===== src/rtl/muldiv_pkg.sv =====
// Shared definitions for the sequenced multiply/divide unit: FSM states,
// operation encodings and the iteration count.
package muldiv_pkg;

  typedef enum logic [1:0] {
    IDLE = 2'd0,
    RUN  = 2'd1,
    FIX  = 2'd2,
    DONE = 2'd3
  } state_t;

  localparam logic OP_MULT = 1'b0;
  localparam logic OP_DIV  = 1'b1;

  localparam int ITER  = 32;
  localparam int CNT_W = 6;

endpackage


===== src/rtl/muldiv_ctrl_if.sv =====
// Request/result bundle between the control unit (master) and the
// multiply/divide sequencer (slave).
interface muldiv_ctrl_if #(
  parameter int WIDTH = 32
) ();

  logic             start;
  logic             op;
  logic [WIDTH-1:0] a;
  logic [WIDTH-1:0] b;
  logic             busy;
  logic             done;
  logic             div_zero;
  logic [WIDTH-1:0] hi;
  logic [WIDTH-1:0] lo;

  modport master (
    output start, op, a, b,
    input  busy, done, div_zero, hi, lo
  );

  modport slave (
    input  start, op, a, b,
    output busy, done, div_zero, hi, lo
  );

endinterface


===== src/rtl/muldiv_ctrl.sv =====
// 32-iteration shift-add multiplier / restoring divider that owns HI and LO.
// Works on operand magnitudes; signs are applied in the FIX state.
module muldiv_ctrl
  import muldiv_pkg::*;
#(
  parameter int WIDTH = 32
) (
  input  logic         clk,
  input  logic         reset,
  muldiv_ctrl_if.slave bus
);

  state_t               state_reg;
  state_t               state_next;
  logic                 op_reg;
  logic                 sign_a_reg;
  logic                 sign_b_reg;
  logic                 div_zero_reg;
  logic [WIDTH-1:0]     opnd_a_reg;
  logic [WIDTH-1:0]     opnd_b_reg;
  logic [WIDTH-1:0]     hi_reg;
  logic [WIDTH-1:0]     lo_reg;
  logic [2*WIDTH-1:0]   acc_reg;
  logic [CNT_W-1:0]     cnt_reg;

  logic                 start_div_zero;
  logic                 last_iter;
  logic                 sub;
  logic                 q_bit;
  logic [WIDTH:0]       add_x;
  logic [WIDTH:0]       add_y;
  logic [WIDTH:0]       add_sum;
  logic [2*WIDTH-1:0]   acc_step;
  logic [2*WIDTH-1:0]   prod_signed;
  logic [WIDTH-1:0]     quot_signed;
  logic [WIDTH-1:0]     rem_signed;

  // Unsigned magnitude: the most negative value maps onto itself.
  function automatic logic [WIDTH-1:0] magnitude(input logic [WIDTH-1:0] v);
    return v[WIDTH-1] ? -v : v;
  endfunction

  assign start_div_zero = (bus.op == OP_DIV) && (bus.b == '0);
  assign last_iter      = (cnt_reg == CNT_W'(ITER - 1));

  always_ff @(posedge clk or negedge reset) begin
    if (!reset) begin
      state_reg <= IDLE;
    end else begin
      state_reg <= state_next;
    end
  end

  always_comb begin
    state_next = state_reg;
    case (state_reg)
      IDLE: begin
        if (bus.start) begin
          state_next = start_div_zero ? DONE : RUN;
        end
      end
      RUN: begin
        if (last_iter) begin
          state_next = FIX;
        end
      end
      FIX:     state_next = DONE;
      DONE:    state_next = IDLE;
      default: state_next = IDLE;
    endcase
  end

  // One adder serves both operations: MULT adds the multiplicand into the
  // upper half, DIV trial-subtracts the divisor from the shifted remainder.
  always_comb begin
    sub   = 1'b0;
    add_x = {1'b0, acc_reg[2*WIDTH-1:WIDTH]};
    add_y = opnd_b_reg[0] ? {1'b0, opnd_a_reg} : '0;
    if (op_reg == OP_DIV) begin
      sub   = 1'b1;
      add_x = {acc_reg[2*WIDTH-2:WIDTH], opnd_a_reg[WIDTH-1]};
      add_y = {1'b0, opnd_b_reg};
    end
    add_sum = add_x + (sub ? ~add_y : add_y) + {{WIDTH{1'b0}}, sub};
  end

  always_comb begin
    q_bit = ~add_sum[WIDTH];
    if (op_reg == OP_DIV) begin
      acc_step = {(q_bit ? add_sum[WIDTH-1:0] : add_x[WIDTH-1:0]),
                  acc_reg[WIDTH-2:0], q_bit};
    end else begin
      acc_step = {add_sum, acc_reg[WIDTH-1:1]};
    end
  end

  assign prod_signed = (sign_a_reg ^ sign_b_reg) ? -acc_reg : acc_reg;
  assign quot_signed = (sign_a_reg ^ sign_b_reg) ? -acc_reg[WIDTH-1:0]
                                                 : acc_reg[WIDTH-1:0];
  assign rem_signed  = sign_a_reg ? -acc_reg[2*WIDTH-1:WIDTH]
                                  : acc_reg[2*WIDTH-1:WIDTH];

  always_ff @(posedge clk or negedge reset) begin
    if (!reset) begin
      op_reg       <= OP_MULT;
      sign_a_reg   <= 1'b0;
      sign_b_reg   <= 1'b0;
      div_zero_reg <= 1'b0;
      opnd_a_reg   <= '0;
      opnd_b_reg   <= '0;
      hi_reg       <= '0;
      lo_reg       <= '0;
      acc_reg      <= '0;
      cnt_reg      <= '0;
    end else begin
      div_zero_reg <= 1'b0;
      case (state_reg)
        IDLE: begin
          if (bus.start) begin
            div_zero_reg <= start_div_zero;
            op_reg       <= bus.op;
            sign_a_reg   <= bus.a[WIDTH-1];
            sign_b_reg   <= bus.b[WIDTH-1];
            opnd_a_reg   <= magnitude(bus.a);
            opnd_b_reg   <= magnitude(bus.b);
            acc_reg      <= '0;
            cnt_reg      <= '0;
          end
        end
        RUN: begin
          acc_reg <= acc_step;
          cnt_reg <= cnt_reg + CNT_W'(1);
          if (op_reg == OP_DIV) begin
            opnd_a_reg <= opnd_a_reg << 1;
          end else begin
            opnd_b_reg <= opnd_b_reg >> 1;
          end
        end
        FIX: begin
          if (op_reg == OP_DIV) begin
            hi_reg <= rem_signed;
            lo_reg <= quot_signed;
          end else begin
            hi_reg <= prod_signed[2*WIDTH-1:WIDTH];
            lo_reg <= prod_signed[WIDTH-1:0];
          end
        end
        default: ;
      endcase
    end
  end

  assign bus.busy     = (state_reg != IDLE);
  assign bus.done     = (state_reg == DONE);
  assign bus.div_zero = div_zero_reg;
  assign bus.hi       = hi_reg;
  assign bus.lo       = lo_reg;

endmodule


===== src/flat_wrapper.sv =====
// flat-port wrapper written by rule: the top's interface ports become plain ports
module muldiv_ctrl_flat import muldiv_pkg::*;
#(
  parameter int WIDTH = 32
)
  (clk, reset, bus_start, bus_op, bus_a, bus_b, bus_busy, bus_done, bus_div_zero, bus_hi, bus_lo);
  muldiv_ctrl_if #(.WIDTH(WIDTH)) bus_i ();
  input  logic clk;
  input  logic reset;
  input wire logic [$bits(bus_i.start)-1:0] bus_start;
  input wire logic [$bits(bus_i.op)-1:0] bus_op;
  input wire logic [$bits(bus_i.a)-1:0] bus_a;
  input wire logic [$bits(bus_i.b)-1:0] bus_b;
  output wire logic [$bits(bus_i.busy)-1:0] bus_busy;
  output wire logic [$bits(bus_i.done)-1:0] bus_done;
  output wire logic [$bits(bus_i.div_zero)-1:0] bus_div_zero;
  output wire logic [$bits(bus_i.hi)-1:0] bus_hi;
  output wire logic [$bits(bus_i.lo)-1:0] bus_lo;
  assign bus_i.start = bus_start;
  assign bus_i.op = bus_op;
  assign bus_i.a = bus_a;
  assign bus_i.b = bus_b;
  assign bus_busy = bus_i.busy;
  assign bus_done = bus_i.done;
  assign bus_div_zero = bus_i.div_zero;
  assign bus_hi = bus_i.hi;
  assign bus_lo = bus_i.lo;
  muldiv_ctrl #(.WIDTH(WIDTH)) u_core (.clk(clk), .reset(reset), .bus(bus_i));
endmodule

===== config.mk =====
export PLATFORM = sky130hd
export DESIGN_NAME = muldiv_ctrl_flat
export DESIGN_NICKNAME = d
export VERILOG_FILES = /design/src/rtl/muldiv_pkg.sv /design/src/rtl/muldiv_ctrl_if.sv /design/src/rtl/muldiv_ctrl.sv /design/src/flat_wrapper.sv
export SDC_FILE = /design/constraint.sdc
export NUM_CORES = 1
export LEC_CHECK = 0
export ABC_AREA = 1
export BUFFER_PORTS_ARGS = -buffer_cell sky130_fd_sc_hd__buf_4
export CAP_MARGIN = 20
export CORE_MARGIN = 2
export CORE_UTILIZATION = 46
export CTS_BUF_LIST = sky130_fd_sc_hd__clkbuf_16
export DETAILED_ROUTE_END_ITERATION = 8
export GPL_TIMING_DRIVEN = 1
export HOLD_SLACK_MARGIN = 0.15
export PLACE_DENSITY = 0.68
export SKIP_LAST_GASP = 1
export SLEW_MARGIN = 20
export SYNTH_ARGS = -nofsm -noshare
export SYNTH_HDL_FRONTEND = slang
export SYNTH_SLANG_ARGS = --single-unit

===== constraint.sdc =====
create_clock -name clk -period 7.5 [get_ports clk]
set_input_delay 0 -clock clk [delete_from_list [all_inputs] [get_ports clk]]
set_output_delay 0 -clock clk [all_outputs]
set_load 0.01 [all_outputs]

==> results.md, run 1 <==
- Die H: 191 um
- RR Startpoint: u_core.state_reg[1]$_DFFE_PN0P_
- CTS Sinks: 204
- Post-DR wirelength/cell: 17.7 um
- CTS tree: built
- Post-synth top area share: 0.318
- Post-synth top cells: nand2_1 (698), inv_1 (291), o21ai_0 (247)
- Worst Hold Class: input pin to register
- Rows: 68
- Synthesis-stage register bit count: 204
- Register area: 5110 um^2
- Worst Path Required: 7950 ps
- CTS-repair resized insts: 0
- RSZ-0062 raised after global routing: false
- Max Cap Violations: 0
- Die area: 36400 um^2
- # setup viols final: 0
- Crit path kind: register to register
- CP cell instances: inv_1, ha_2, buf_4, inv_2, o21ai_4, buf_4, inv_1, buf_4, nor2_4, buf_4, inv_1, a21oi_1, o21ai_0, dlygate4sd3_1, o21ai_0
- R2r setup slk: 2770 ps
- Max reg flops: 64
- First-pass GRT wire length: 89.8 mm
- Synth cell types: 53
- Hold path endpoint: u_core.opnd_a_reg[0]$_DFFE_PN0P_
- Via count of the first global-routing pass: 16700
- Worst Setup End Kind: register
- Post-CTS setup buffers: 0
- Final min period: 4730 ps
- LEAKAGE: 9.59 nW
- Clock-pin slew on the worst setup and hold paths: 60 ps
- Num CTS Buffers: 24
- # hold bufs at CTS: 137
- Dpl cells: 2995
- Drt total wl: 56.2 mm
- Clock Root Buffer: clkbuf_16
- Final Hold Fails: 0
- GPL Wtd Cong: 0.955
- CP startpoint kind: register
- Slowest stage delay, CP: 780 ps
- Count of boundary I/O pins: 135
- Synth top area cells: dfrtp_1 (32%), nand2_1 (16%), o21ai_0 (7.7%), inv_1 (6.8%), nor2_1 (5.7%)
- Synthesized Nets: 2608
- Post-synthesis cell type with the largest combined area: dfrtp_1
- Post-synth ARST share: 1.00
- Syn Inst Count: 2498
- Arrival time at the worst endpoint: 5180 ps
- Chip width: 191 um
- CTS H-Tree Depth: 1
- Worst-path fanout max: 114
- Achievable frequency: 212 MHz
- Post-Syn Area: 16100 um^2
- Layout Skew: 22.7 ps
- Main flop type after synthesis: dfrtp_1
- Filler cell count: 3404
- Crit path max-delay cell type: buf_4
- Max clock buf depth: 3
- Max Slew Vio Count: 0
- Overall routing resource usage: 0.311
- Drc violations: 0
- Average size of a mapped cell: 6.43 um^2
- Initial antenna violation count: 1
- Final ANT Viol Nets: 0
- Vias: 17600
- Pwr per Cell Area: 504 nW/um^2
- Min-delay src: bus_a[0]
- Skew-Pair Late Insertion Delay: 550 ps
- Iter 0 DRT Violations: 1552
- Sequential area share after synthesis: 0.318
- Worst slew margin: 0.275
- Crit path max-delay family: buffers and inverters
- Via density: 5.55
- Total grt overflow: 0
- Fin cells: 3176
- Reg2reg end: u_core.opnd_a_reg[17]$_DFFE_PN0P_
- Starting Density: 0.466
- R2R cell count: 15
- Core area: 34500 um^2
- Most frequent cell after synthesis: nand2_1
- Synth warnings: 0
- Buf/Inv on CP: 9
- Post-Route Setup TNS: 0 ps
- Most frequent cell on the critical path: buf_4
- Layout cell share with drive strength beyond 1: 0.0849
- Number of port buffers: 134
- Hold depth: 3
- Area growth syn-to-layout: 21.5%
- Final HPWL from detailed placement: 42.3 mm
- Largest net degree at the start of global routing: 115
- Number of flops mapped to enable cells by yosys: 0
- Least-Margin Pin Slew: 1090 ps
- Area of the multi-input gates: 9370 um^2
- Worst vdd ir: 0.000251 V
- Final period utilization: 0.630
- # nets final: 2813
- Layout Utilization: 0.566
- Fin area: 19500 um^2
- Area after DPL: 17300 um^2
- Outcome: finished clean
- Pre-antenna DRT Iters: 6
==> per-layer routing <==
metal / up-vias / routed length [um] / track usage / share of wire
met1: 8211 / 24600 / 0.422 / 0.44
li1: 8648 / - / - / -
met5: - / 0 / 0 / 0
met4: 0 / 2580 / 0.132 / 0.046
met2: 665 / 25500 / 0.506 / 0.45
met3: 118 / 3450 / 0.0282 / 0.061
==> worst max-delay path by stage <==
stage	from	cells after the start	end	slack, ps
floorplan	u_core.op_reg$_DFFE_PN0P_	17	u_core.acc_reg[32]$_DFFE_PN0P_	4540
global placement	u_core.opnd_b_reg[0]$_DFFE_PN0P_	15	u_core.acc_reg[56]$_DFFE_PN0P_	3440
detailed placement	u_core.state_reg[1]$_DFFE_PN0P_	14	u_core.opnd_a_reg[17]$_DFFE_PN0P_	3340
CTS	u_core.state_reg[1]$_DFFE_PN0P_	15	u_core.opnd_a_reg[17]$_DFFE_PN0P_	2780
global route	u_core.state_reg[1]$_DFFE_PN0P_	15	u_core.opnd_a_reg[17]$_DFFE_PN0P_	2340
finish	u_core.state_reg[1]$_DFFE_PN0P_	15	u_core.opnd_a_reg[17]$_DFFE_PN0P_	2770
==> stage by stage <==
step                setup WS [ps]  hold slack [ps]  power (mW)
finish                       2770              252        9.83
global route                 2340              277        10.7
CTS                          2780              237        9.74
detailed placement           3340              102        8.34
global placement             3440             99.0        8.27
floorplan                    4540             -296        6.45
==> logic make-up (layout without fill, tap and decap cells) <==
logic type	after synthesis	in the layout	share of synthesized area
other cells	0	1	0
buf+inv	406	628	0.0990
flops	204	204	0.318
compound gates	558	558	0.197
fa+ha+maj	42	42	0.0332
xor+xnor	73	73	0.0398
simple gates	1215	1215	0.313
==> cell usage in the layout, fill, tap and decap left out, types with 7 or more instances in the layout <==
cell type and count:
a21oi_1 131, a22oi_1 13, a31oi_1 15, buf_4 148, clkbuf_16 24, dfrtp_1 203
dlygate4sd3_1 136, ha_1 40, inv_1 295, inv_2 7, nand2_1 698, nand2_2 10
nand3_1 164, nand3b_1 8, nand4_1 31, nor2_1 246, nor3_1 30, nor4_1 7
o211ai_1 16, o21ai_0 247, o21ai_1 17, o221ai_1 18, o22ai_1 63, o31ai_1 9
xnor2_1 17, xor2_1 56
==> worst reg2reg max path, delay by kind of cell (launching register included) <==
family                     cells  cell delay, ps
and+or+nand+nor                1             120
adders and majority gates      1             180
buffers and inverters          9            3340
DFF                            1             400
AOI/OAI and AO/OA              4             600
==> cell type report <==
class | count | share of cell area
repair buffers | 286 | 0.129
well taps | 455 | 0.0292
clock inverters | 19 | 0.0109
diodes | 1 | 0.000128
flip-flops and latches | 204 | 0.262
inverters | 299 | 0.0577
multi-input cells | 1888 | 0.481
clock buffers | 24 | 0.0308
==> where the power goes <==
group | internal, mW | total [mW] | switching, mW
Clock | 0.721 | 1.22 | 0.497
Sequential | 1.56 | 2.00 | 0.440
Combinational | 2.16 | 6.62 | 4.45
Total | 4.44 | 9.83 | 5.39
Note: power is estimated with default switching activity, not from simulation.
==> run 2: changes to the inputs <==
==> constraint.sdc (replaced) <==
create_clock -name clk -period 4.6 [get_ports clk]
set_input_delay 0 -clock clk [delete_from_list [all_inputs] [get_ports clk]]
set_output_delay 0 -clock clk [all_outputs]
set_load 0.01 [all_outputs]
==> run 2 against run 1 <==
Against the previous run: critical path type unchanged; cell count barely moved; final area fell by 0.51%; worst setup slack got worse by 2100 ps; largest cell class unchanged; combinational power rose by 66%; register-to-register slack got worse by 2100 ps; wire length rose by 3.1%; highest routed layer unchanged; sequential share of layout area rose by 0.13 points; die area did not move; non-clock buffer count fell by 4; count of clock-buffer cells in the layout rose by 1; first-iteration DRC count rose by 20%; critical path depth fell by 3.
==> results.md, run 2 (same netlist as run 1, synthesis figures left out) <==
- Outcome: finished clean
- LEAKAGE: 9.54 nW
- Internal power: 7.19 mW
- Drc violations: 0
- CTS-repair resized insts: 0
- Max reg flops: 64
- Die H: 191 um
- Vias: 17800
- Fin area: 19400 um^2
- Final HPWL from detailed placement: 43.3 mm
- Area after DPL: 17300 um^2
- Max Slew Vio Count: 0
- Worst Setup End Kind: register
- Layout Skew: 20.3 ps
- RSZ-0062 raised after global routing: false
- Overall routing resource usage: 0.320
- GPL Wtd Cong: 1.04
- Clock power frac: 0.118
- Least-Margin Pin Slew: 1070 ps
- CTS tree: built
- Arrival time at the worst endpoint: 4330 ps
- Final WS setup: 722 ps
- Drt total wl: 57.9 mm
- # hold bufs at CTS: 129
- Via density: 5.62
- Achievable frequency: 258 MHz
- Pre-antenna DRT Iters: 6
- # setup viols final: 0
- Post-DR wirelength/cell: 18.2 um
- Final Hold Fails: 0
- R2R cell count: 12
- # nets final: 2810
- Count of boundary I/O pins: 135
- Total grt overflow: 0
- Post-Route Setup TNS: 0 ps
- N_diodes: 0
- Worst Hold Class: input pin to register
- Starting Density: 0.466
- Switch share: 0.555
- Initial antenna violation count: 0
- Most frequent cells in the layout: nand2_1 (698), inv_1 (292), o21ai_0 (247)
- Sequential power share: 0.203
- WHS: 285 ps
- Core area: 34500 um^2
- Num CTS Buffers: 25
- Clock-pin slew on the worst setup and hold paths: 60 ps
- Final ANT Viol Nets: 0
- Worst slew margin: 0.285
- CTS Sinks: 204
- Max Cap Violations: 0
- Area growth syn-to-layout: 20.8%
- Iter 0 DRT Violations: 1862
- Skew-Pair Late Insertion Delay: 550 ps
- DP Worst Slack: 1060 ps
- Comb power frac: 0.679
- Post-CTS setup buffers: 0
- Largest net degree at the start of global routing: 114
- Overall power: 16.1 mW
- Chip width: 191 um
- Pwr per Cell Area: 832 nW/um^2
- Layout cell share with drive strength beyond 1: 0.0865
- Final period utilization: 0.843
- Worst Path Required: 5060 ps
- Worst vdd ir: 0.000411 V
- Clock Root Buffer: clkbuf_16
- CP startpoint kind: register
- Via count of the first global-routing pass: 17100
- CTS H-Tree Depth: 1
- Most common library cell in the layout ignoring fill and taps: nand2_1
- Number of port buffers: 134
- First-pass GRT wire length: 92.3 mm
- Worst-path fanout max: 46
- Hold depth: 3
- Rows: 68
- Psw: 8.96 mW
- Max clock buf depth: 3
- Crit path kind: register to register
- Final min period: 3880 ps
- Die area: 36400 um^2
[run 2: stage by stage]
stage / utilization / instances
2_1_floorplan: - / 2498
3_3_place_gp: 0.503 / 2999
3_5_place_dp: 0.503 / 2999
4_1_cts: 0.563 / 3173
5_1_grt: 0.563 / 3173
6_report: 0.563 / 3173
[run 2: power groups by stage]
stage               Combinational [mW]  Sequential (mW)  Clock (mW)
floorplan                         7.44             3.06           0
global placement                  10.5             3.26           0
detailed placement                10.5             3.27           0
CTS                               10.7             3.25        1.94
global route                      12.2             3.33        2.00
finish                            11.0             3.27        1.91
[run 2: final cells by class]
class	count	area, um^2
clock inverters	20	146
flip-flops and latches	204	5110
well taps	455	569
inverters	299	1130
repair buffers	282	2460
multi-input cells	1888	9370
clock buffers	25	626
fillers	3403	15100
[run 2: routing by layer]
layer	vias to the layer above	GRT usage	share of wire
met1	8289	0.432	0.44
met3	154	0.0267	0.063
met4	0	0.143	0.049
li1	8632	-	-
met5	-	0	0
met2	773	0.521	0.45
[run 2: final timing paths]
path                                                      start                                end  slack (ps)
worst min-delay path                                   bus_a[0]   u_core.opnd_a_reg[0]$_DFFE_PN0P_         280
worst max-delay path            u_core.state_reg[1]$_DFFE_PN0P_  u_core.opnd_a_reg[17]$_DFFE_PN0P_         720
min in group asynchronous                                 reset      u_core.bus.lo[11]$_DFFE_PN0P_         640
max in group asynchronous                                 reset      u_core.bus.lo[12]$_DFFE_PN0P_        2940
worst max register to register  u_core.state_reg[1]$_DFFE_PN0P_  u_core.opnd_a_reg[17]$_DFFE_PN0P_         720
worst min register to register    u_core.bus.hi[16]$_DFFE_PN0P_      u_core.bus.hi[16]$_DFFE_PN0P_         480
[run 2: critical path, cell delays in order (launching register included)]
cell	delay, ps
dfrtp_1	400
inv_1	130
ha_1	280
nand2_1	240
o21ai_4	120
inv_1	90
nor2_4	80
buf_4	370
clkinv_1	950
a21oi_1	370
o21ai_0	110
dlygate4sd3_1	570
o21ai_0	80
==> run 3: changes to the inputs <==
==> constraint.sdc (replaced) <==
create_clock -name clk -period 4 [get_ports clk]
set_input_delay 0 -clock clk [delete_from_list [all_inputs] [get_ports clk]]
set_output_delay 0 -clock clk [all_outputs]
set_load 0.01 [all_outputs]
==> run 3 against run 2 <==
Against the previous run: maximum frequency grew 13%; combinational power increased by 14%; via count is 0.29% lower; total power increased by 15%; wire length shrank 3.7%; worst setup slack lost 150 ps; sequential share of layout area fell by 0.27 points; final area grew 1.0%; critical path type unchanged.
==> results.md, run 3 (same netlist as run 1, synthesis figures left out) <==
- Worst Path Required: 4430 ps
- N_diodes: 0
- Total grt overflow: 0
- # nets final: 2824
- Final Hold Fails: 0
- CP startpoint kind: register
- CTS tree: built
- Worst slew margin: 0.271
- Comb power frac: 0.675
- Rows: 68
- Worst Setup End Kind: register
- First-pass GRT wire length: 89.4 mm
- Pwr per Cell Area: 944 nW/um^2
- Layout Utilization: 0.569
- Post-Route Setup TNS: 0 ps
- Die H: 191 um
- Clock Root Buffer: clkbuf_16
- WHS: 253 ps
- Max clock buf depth: 3
- Initial antenna violation count: 0
- CTS-repair resized insts: 0
- Chip width: 191 um
- Largest net degree at the start of global routing: 114
- Post-CTS setup buffers: 0
- Least-Margin Pin Slew: 1090 ps
- Max Cap Violations: 0
- Drt total wl: 55.8 mm
- Psw: 10.1 mW
- Internal power: 8.37 mW
- Layout Skew: 29.7 ps
- CTS Sinks: 204
- Drc violations: 0
- RSZ-0062 raised after global routing: false
- Count of boundary I/O pins: 135
- Die area: 36400 um^2
- Skew-Pair Late Insertion Delay: 560 ps
- Max Slew Vio Count: 0
- Pre-antenna DRT Iters: 6
- Via density: 5.58
- Overall power: 18.5 mW
- # setup viols final: 0
- Iter 0 DRT Violations: 1733
- Most frequent cells in the layout: nand2_1 (698), inv_1 (290), o21ai_0 (247)
- Worst-path fanout max: 85
- Post-DR wirelength/cell: 17.5 um
- Final min period: 3430 ps
- # hold bufs at CTS: 138
- Num CTS Buffers: 24
- Via count of the first global-routing pass: 16900
- R2R cell count: 14
- CTS H-Tree Depth: 1
- Area after DPL: 17400 um^2
- Achievable frequency: 292 MHz
- Worst vdd ir: 0.000600 V
- Max reg flops: 64
- Final ANT Viol Nets: 0
- Crit path kind: register to register
- GPL Wtd Cong: 0.986
- Fin area: 19600 um^2
- Worst Hold Class: input pin to register
- Layout cell share with drive strength beyond 1: 0.0908
- Outcome: finished clean
- Number of port buffers: 134
- Most common library cell in the layout ignoring fill and taps: nand2_1
- Final period utilization: 0.857
- Filler cell count: 3361
- Clock power frac: 0.123
- Clock-pin slew on the worst setup and hold paths: 60 ps
- Starting Density: 0.466
- Core area: 34500 um^2
- Hold depth: 3
- Vias: 17800
- Switch share: 0.547
- LEAKAGE: 9.63 nW
- Sequential power share: 0.202
- Arrival time at the worst endpoint: 3850 ps
- Overall routing resource usage: 0.307
- Area growth syn-to-layout: 22.1%
- Final HPWL from detailed placement: 42.0 mm
-- run 3: cell count changes in the layout (fill, tap and decap cells not counted), moves of 2 or more --
| cell | change |
|---|---|
| inv_1 | -2 |
| dlygate4sd3_1 | +8 |
| clkinv_4 | +3 |
| buf_4 | +6 |
| clkinvlp_4 | +2 |
| clkinv_1 | -5 |
-- run 3: through the flow --
stage | worst slack, ps | cells
3_3_place_gp | 731 | 3005
5_1_grt | 395 | 3187
2_1_floorplan | 1040 | 2498
6_report | 573 | 3187
4_1_cts | 707 | 3187
3_5_place_dp | 742 | 3005
-- run 3: layer usage --
metal	routed length, um	up-vias	global-route usage
met5	0	-	0
met4	2470	0	0.131
met3	3670	127	0.0278
met2	25500	765	0.507
met1	24100	8234	0.412
li1	-	8671	-
-- run 3: power groups by stage --
| stage | registers (mW) | clock network (mW) | logic [mW] |
|---|---|---|---|
| 3_5_place_dp | 3.75 | 0 | 11.9 |
| 3_3_place_gp | 3.73 | 0 | 11.8 |
| 5_1_grt | 3.80 | 2.39 | 14.0 |
| 2_1_floorplan | 3.52 | 0 | 8.56 |
| 4_1_cts | 3.72 | 2.30 | 12.3 |
| 6_report | 3.74 | 2.27 | 12.5 |
-- run 3: layout make-up --
class	count	area, um^2	share of cell area
clock buffer	24	601	0.0306
clock inverter	20	218	0.0111
inverter	299	1120	0.0574
multi-input combinational	1888	9370	0.478
sequential	204	5110	0.260
tap	455	569	0.0290
timing repair buffer	297	2610	0.133
-- run 3: worst max-delay path, cell delays in order (launching register included) --
cell and delay (ps):
dfrtp_2 430, buf_12 190, o21ai_0 640, ha_1 400, a21oi_1 220, nand2_1 110, nand2_1 70, nand2_1 50
a21oi_1 230, nand3_2 180, nand2_4 200, inv_4 140, or2_0 220, nand2_1 60, a21oi_1 60
-- run 3: final timing paths --
path	start	endpoint	slack, ps
worst max register to register	u_core.op_reg$_DFFE_PN0P_	u_core.acc_reg[56]$_DFFE_PN0P_	570
max in group asynchronous	reset	u_core.acc_reg[63]$_DFFE_PN0P_	2610
min in group asynchronous	reset	u_core.opnd_b_reg[19]$_DFFE_PN0P_	470
worst min register to register	u_core.bus.hi[12]$_DFFE_PN0P_	u_core.bus.hi[12]$_DFFE_PN0P_	480
worst min-delay path	bus_a[0]	u_core.opnd_a_reg[0]$_DFFE_PN0P_	250
worst max-delay path	u_core.op_reg$_DFFE_PN0P_	u_core.acc_reg[56]$_DFFE_PN0P_	570
